**config.mk**
```make
export PLATFORM = sky130hd
export DESIGN_NAME = cronometro_ctrl
export DESIGN_NICKNAME = d
export VERILOG_FILES = /design/src/rtl/cronometro_pkg.sv /design/src/rtl/cronometro_ctrl_btn_edge.sv /design/src/rtl/cronometro_ctrl.sv
export SDC_FILE = /design/constraint.sdc
export NUM_CORES = 1
export LEC_CHECK = 0
export BUFFER_PORTS_ARGS = -buffer_cell sky130_fd_sc_hd__buf_2
export CAP_MARGIN = 20
export CORE_ASPECT_RATIO = 2
export CORE_MARGIN = 1
export CORE_UTILIZATION = 56
export DETAILED_ROUTE_END_ITERATION = 10
export GPL_TIMING_DRIVEN = 0
export PLACE_DENSITY = 0.86
export RECOVER_POWER = 100
export SKIP_LAST_GASP = 1
export SLEW_MARGIN = 20
export SYNTH_ARGS = -nofsm -noshare
export SYNTH_HDL_FRONTEND = slang
export SYNTH_HIERARCHICAL = 1
export SYNTH_SLANG_ARGS = --single-unit
```
**constraint.sdc**
```tcl
create_clock -name CLK -period 2.1 [get_ports CLK]
set_input_delay 0.21 -clock CLK [delete_from_list [all_inputs] [get_ports CLK]]
set_output_delay 0.21 -clock CLK [all_outputs]
set_load 0.02 [all_outputs]
```
**src/rtl/cronometro_pkg.sv**
```systemverilog
// Shared state codes and sizing helpers for the stopwatch control FSM.
package cronometro_pkg;

  localparam int STATE_W = 3;

  typedef enum logic [STATE_W-1:0] {
    S_IDLE  = 3'd0,
    S_RUN   = 3'd1,
    S_PAUSE = 3'd2,
    S_LAP   = 3'd3,
    S_CLEAR = 3'd4,
    S_FULL  = 3'd5
  } state_t;

  localparam int TICK_DIV_DEF = 500000;

  function automatic int presc_width(input int div);
    return (div < 2) ? 1 : $clog2(div);
  endfunction

  localparam int PRESC_W = presc_width(TICK_DIV_DEF);

endpackage

```
**src/rtl/cronometro_ctrl_btn_edge.sv**
```systemverilog
// Button synchronizer plus rising-edge detector.
// One single-cycle pulse per press; held buttons do not repeat.
module btn_edge (
  input  logic CLK,
  input  logic RST,
  input  logic BTN,
  output logic PULSE
);

  logic s1;
  logic s2;
  logic s3;

  always_ff @(posedge CLK or posedge RST) begin
    if (RST) begin
      s1 <= 1'b0;
      s2 <= 1'b0;
      s3 <= 1'b0;
    end else begin
      s1 <= BTN;
      s2 <= s1;
      s3 <= s2;
    end
  end

  assign PULSE = s2 & ~s3;

endmodule

```
**src/rtl/cronometro_ctrl.sv**
```systemverilog
// Stopwatch control FSM: button sequencing, tick prescaler,
// clear pulse, lap freeze and full-scale saturation.
module cronometro_ctrl
  import cronometro_pkg::*;
#(
  parameter int TICK_DIV   = TICK_DIV_DEF,
  parameter int CLR_CYCLES = 2
) (
  input  logic               CLK,
  input  logic               RST,
  input  logic               BTN_START,
  input  logic               BTN_LAP,
  input  logic               BTN_CLR,
  input  logic               CNT_MAX,
  output logic               CNT_EN,
  output logic               CNT_CLR,
  output logic               DISP_FREEZE,
  output logic               RUN_LED,
  output logic [STATE_W-1:0] STATE
);

  localparam int PW = presc_width(TICK_DIV);
  localparam logic [PW-1:0] LAST = PW'(TICK_DIV - 1);
  localparam int CW = $clog2(CLR_CYCLES + 1);
  localparam logic [CW-1:0] CLR_LAST = CW'(CLR_CYCLES - 1);

  state_t        state;
  state_t        nxt;
  logic [PW-1:0] presc;
  logic [CW-1:0] clr_cnt;
  logic          en_q;
  logic          start_p;
  logic          lap_p;
  logic          clr_p;
  logic          counting;
  logic          wrap;

  btn_edge u_start (
    .CLK  (CLK),
    .RST  (RST),
    .BTN  (BTN_START),
    .PULSE(start_p)
  );

  btn_edge u_lap (
    .CLK  (CLK),
    .RST  (RST),
    .BTN  (BTN_LAP),
    .PULSE(lap_p)
  );

  btn_edge u_clr (
    .CLK  (CLK),
    .RST  (RST),
    .BTN  (BTN_CLR),
    .PULSE(clr_p)
  );

  assign counting = (state == S_RUN) || (state == S_LAP);
  assign wrap     = counting && (presc == LAST);

  always_ff @(posedge CLK or posedge RST) begin
    if (RST) state <= S_IDLE;
    else     state <= nxt;
  end

  // Saturation outranks buttons; otherwise CLR > START > LAP.
  always_comb begin
    nxt = state;
    case (state)
      S_IDLE: begin
        if (start_p) nxt = S_RUN;
      end
      S_RUN: begin
        if (wrap && CNT_MAX) nxt = S_FULL;
        else if (start_p)    nxt = S_PAUSE;
        else if (lap_p)      nxt = S_LAP;
      end
      S_LAP: begin
        if (wrap && CNT_MAX) nxt = S_FULL;
        else if (start_p)    nxt = S_PAUSE;
        else if (lap_p)      nxt = S_RUN;
      end
      S_PAUSE: begin
        if (clr_p)        nxt = S_CLEAR;
        else if (start_p) nxt = S_RUN;
      end
      S_FULL: begin
        if (clr_p) nxt = S_CLEAR;
      end
      S_CLEAR: begin
        if (clr_cnt == CLR_LAST) nxt = S_IDLE;
      end
      default: nxt = S_IDLE;
    endcase
  end

  always_comb begin
    CNT_CLR     = 1'b0;
    DISP_FREEZE = 1'b0;
    RUN_LED     = 1'b0;
    unique case (1'b1)
      (state == S_CLEAR): CNT_CLR = 1'b1;
      (state == S_LAP): begin
        DISP_FREEZE = 1'b1;
        RUN_LED     = 1'b1;
      end
      (state == S_RUN): RUN_LED = 1'b1;
      default: ;
    endcase
  end

  assign STATE  = state;
  assign CNT_EN = en_q;

  // Prescaler holds in PAUSE so a partial tick survives the pause.
  always_ff @(posedge CLK or posedge RST) begin
    if (RST) begin
      presc   <= '0;
      clr_cnt <= '0;
      en_q    <= 1'b0;
    end else begin
      en_q <= wrap && !CNT_MAX;
      if (counting)
        presc <= wrap ? '0 : presc + 1'b1;
      else if (state != S_PAUSE)
        presc <= '0;
      clr_cnt <= (state == S_CLEAR) ? clr_cnt + 1'b1 : '0;
    end
  end

endmodule

```
==> qor.yml <==
floorplanning:
  core_um2: 2770
  fp.dieH_um: 79.1
  start_util_pct: 60.1
  dieWidth_um: 40.5
  ios: 13
  die_area_um2: 3210
  rows: 27
setup_path:
  path_max_fanout: 10
  cp_slowest_cell: "dfrtp_1"
  r2r_cells: 8
  r2r_setup_slack_ps: 80
  r2r_end: "presc[9]$_DFFE_PP0P_"
  worstSetupEndpointType: "flip-flop"
  worstReg2RegStart: "presc[0]$_DFFE_PP0P_"
  required_ps: 2260
  critPathMaxStageDelay_ps: 430
  critPathKind: "flip-flop to flip-flop"
  crit_chain: "ha_1 > and4_4 > buf_6 > and4_4 > a21oi_4 > buf_6 > o211ai_1 > o31ai_1"
  critical_path.startpoint_type: "flip-flop"
  worstSetupStartpoint: "presc[0]$_DFFE_PP0P_"
  cp.arrival_ps: 2180
  path_buf_inv: 2
  crit_family: "simple AND/OR/NAND/NOR gates"
synth:
  ys_types: 37
  synthFlopType: "dfrtp_1"
  ys_seq_area_share_pct: 51.1
  postSynth.asyncResetShare_pct: 100
  synth_edf_count: 0
  yosysWarnings: 6
  yosysMostFrequentCell: "dfrtp_1"
  avgSynthCellArea_um2: 9.96
  netlist_area_um2: 1660
  syn_inst: 167
  synth.largest_area_cell: "dfrtp_1"
  synth.top_cell.area_share_pct: 51.1
  synth_nets: 175
  synthTopCellsByArea: "dfrtp_1 51%, nand2_1 4.3%, nor2_1 3.4%"
  netlist_top_cells_count: "34 x dfrtp_1, 19 x nand2_1, 15 x nor2_1"
  yosys_register_bits: 34
cts:
  root_buffer: "clkbuf_8"
  path_clk_slew_ps: 60
  clkLatencyLatePin_ps: 280
  cts.path.max_buffers: 2
  h-tree-depth: 2
  cts_made_buffers: 5
  tritoncts: "yes"
  cts_resized: 0
  cts_num_sinks: 34
final_layout:
  ff_latch_area_um2: 851
  fin_nets: 194
  fill_cells: 234
  antenna_cells: 0
  area_growth_pct: 10.2
  multiInputGateArea_um2: 733
  drive_gt1_share_pct: 13.4
timing:
  worst_pin_slew_ps: 878
  clock_skew_ps: 4.14
  grt_setup_unrepaired: "no"
  setup_tns_ps: 0
  slew_headroom_pct: 41.1
  period_share_pct: 96.0
  clock.fmax_mhz: 496
  slew_violations: 0
  fin_crit_ps: 2020
  setup-violations-final: 0
  hold_viol: 0
detailed_routing:
  detail-route-antenna-nets: 0
  wirelength_um: 3610
  wl_per_cell_um: 16.8
  viasPerCell: 6.23
  vias: 1339
  drc: 0
  dr.pass1.iters: 5
  initialDrtViolationCount: 54
global_routing:
  grt_antenna_before_repair: 0
  grt_first_pass_wirelength_um: 6090
  grt_max_degree: 26
  overflow: 0
  track_usage_pct: 28.0
  grt_pass1_vias: 1390
hold_path:
  worstHoldStart: "BTN_CLR"
  min_to: "u_clr/s1$_DFF_PP0_"
  hold-path-cell-count: 1
  min_path_type: "primary input to flip-flop"
power:
  fin_total_pwr_mw: 1.87
  p_per_area_nw_per_um2: 1020
  leakage_nw: 0.832
  max-vdd-ir-drop_uv: 729
run_status:
  outcome: "complete, no violations"
placed_design:
  dp_hpwl_um: 2680
  place_congestion: 0.895
  port_buffers: 12
job:
  maxCapViolCount: 0
worst max-delay path by stage:
stage                       endpoint  slack [ps]  cells after the start
2_1_floorplan  presc[16]$_DFFE_PP0P_         300                      7
5_1_grt         presc[9]$_DFFE_PP0P_          20                      8
4_1_cts                  DISP_FREEZE          30                      6
6_report        presc[9]$_DFFE_PP0P_          80                      8
3_5_place_dp   presc[10]$_DFFE_PP0P_         140                      8
3_3_place_gp   presc[13]$_DFFE_PP0P_         190                      8
metrics by stage:
step	cell area (µm²)	utilization [%]	instances	setup slack [ps]	hold WS, ps
final	1830	66.2	215	84.7	32.6
after CTS	1850	66.7	216	34.6	26.6
after global routing	1830	66.2	215	16.3	24.1
after global placement	1760	63.6	208	188	103
after detailed placement	1760	63.6	208	136	111
after floorplan	1660	-	167	298	-36.4
routing by layer:
metal | vias to the layer above | wire, µm | global-route usage (%)
met1 | 664 | 1240 | 30.4
met2 | 49 | 2180 | 46.7
li1 | 620 | - | -
met3 | 6 | 164 | 6.42
met4 | 0 | 29 | 14.3
met5 | - | 0 | 0
placed cells by master, fill, tap and decap left out, types with 2 or more instances in the layout:
| master | count |
|---|---|
| nand4_1 | 5 |
| a21oi_1 | 7 |
| a211oi_1 | 2 |
| nor2_1 | 15 |
| nand2b_1 | 2 |
| buf_6 | 2 |
| xor2_1 | 6 |
| buf_2 | 6 |
| mux2i_1 | 5 |
| clkbuf_8 | 5 |
| nand2_1 | 19 |
| dfrtp_1 | 34 |
| nor4_1 | 2 |
| o22ai_1 | 3 |
| nor3b_1 | 2 |
| nand3_1 | 11 |
| a22o_1 | 3 |
| clkbuf_2 | 2 |
| clkbuf_1 | 10 |
| and4_4 | 2 |
| or3_1 | 2 |
| ha_1 | 2 |
| inv_1 | 8 |
| o21ai_0 | 6 |
| nor3_1 | 5 |
| a21o_1 | 3 |
| nor2b_4 | 3 |
where the power goes:
part,switching [mW],leakage [nW],internal (mW)
sequential,0.0675,0.450,0.716
combinational,0.431,0.344,0.213
clock,0.219,0.0383,0.228
total,0.717,0.832,1.16
cell families (layout without fill, tap and decap cells):
kind of cell	count (synthesis)	in the layout	share of synthesized area, %
buffers and inverters	16	35	4.81
adder cells (fa/ha/maj)	2	2	1.50
flip-flops	34	34	51.1
AND/OR/NAND/NOR	74	74	24.4
AO/OA/AOI/OAI	30	30	12.0
XOR/XNOR	6	6	3.16
multiplexers	5	5	3.01
final cells by class:
class                   instances  area share (%)
multi-input cells             117            40.0
repair buffers                 13            3.34
plain buffers                   6            2.25
well taps                      29            1.98
clock buffers                   7            4.16
flip-flops and latches         34            46.4
inverters                       9            1.84
registers in the layout (all words and copies together), names as in the netlist:
register    flops
presc          19
CNT_EN          1
u_start/s1      1
u_start/s2      1
STATE           3
clr_cnt         2
u_start/s3      1
u_lap/s3        1
u_lap/s2        1
u_clr/s2        1
u_lap/s1        1
u_clr/s3        1
u_clr/s1        1
repair_timing:
action	in CTS	in global routing
endpoints found under the hold margin	9	0
hold buffers	1	0
setup buffers	0	0
setup endpoints to repair	0	1
Note: power is estimated with default switching activity, not from simulation.
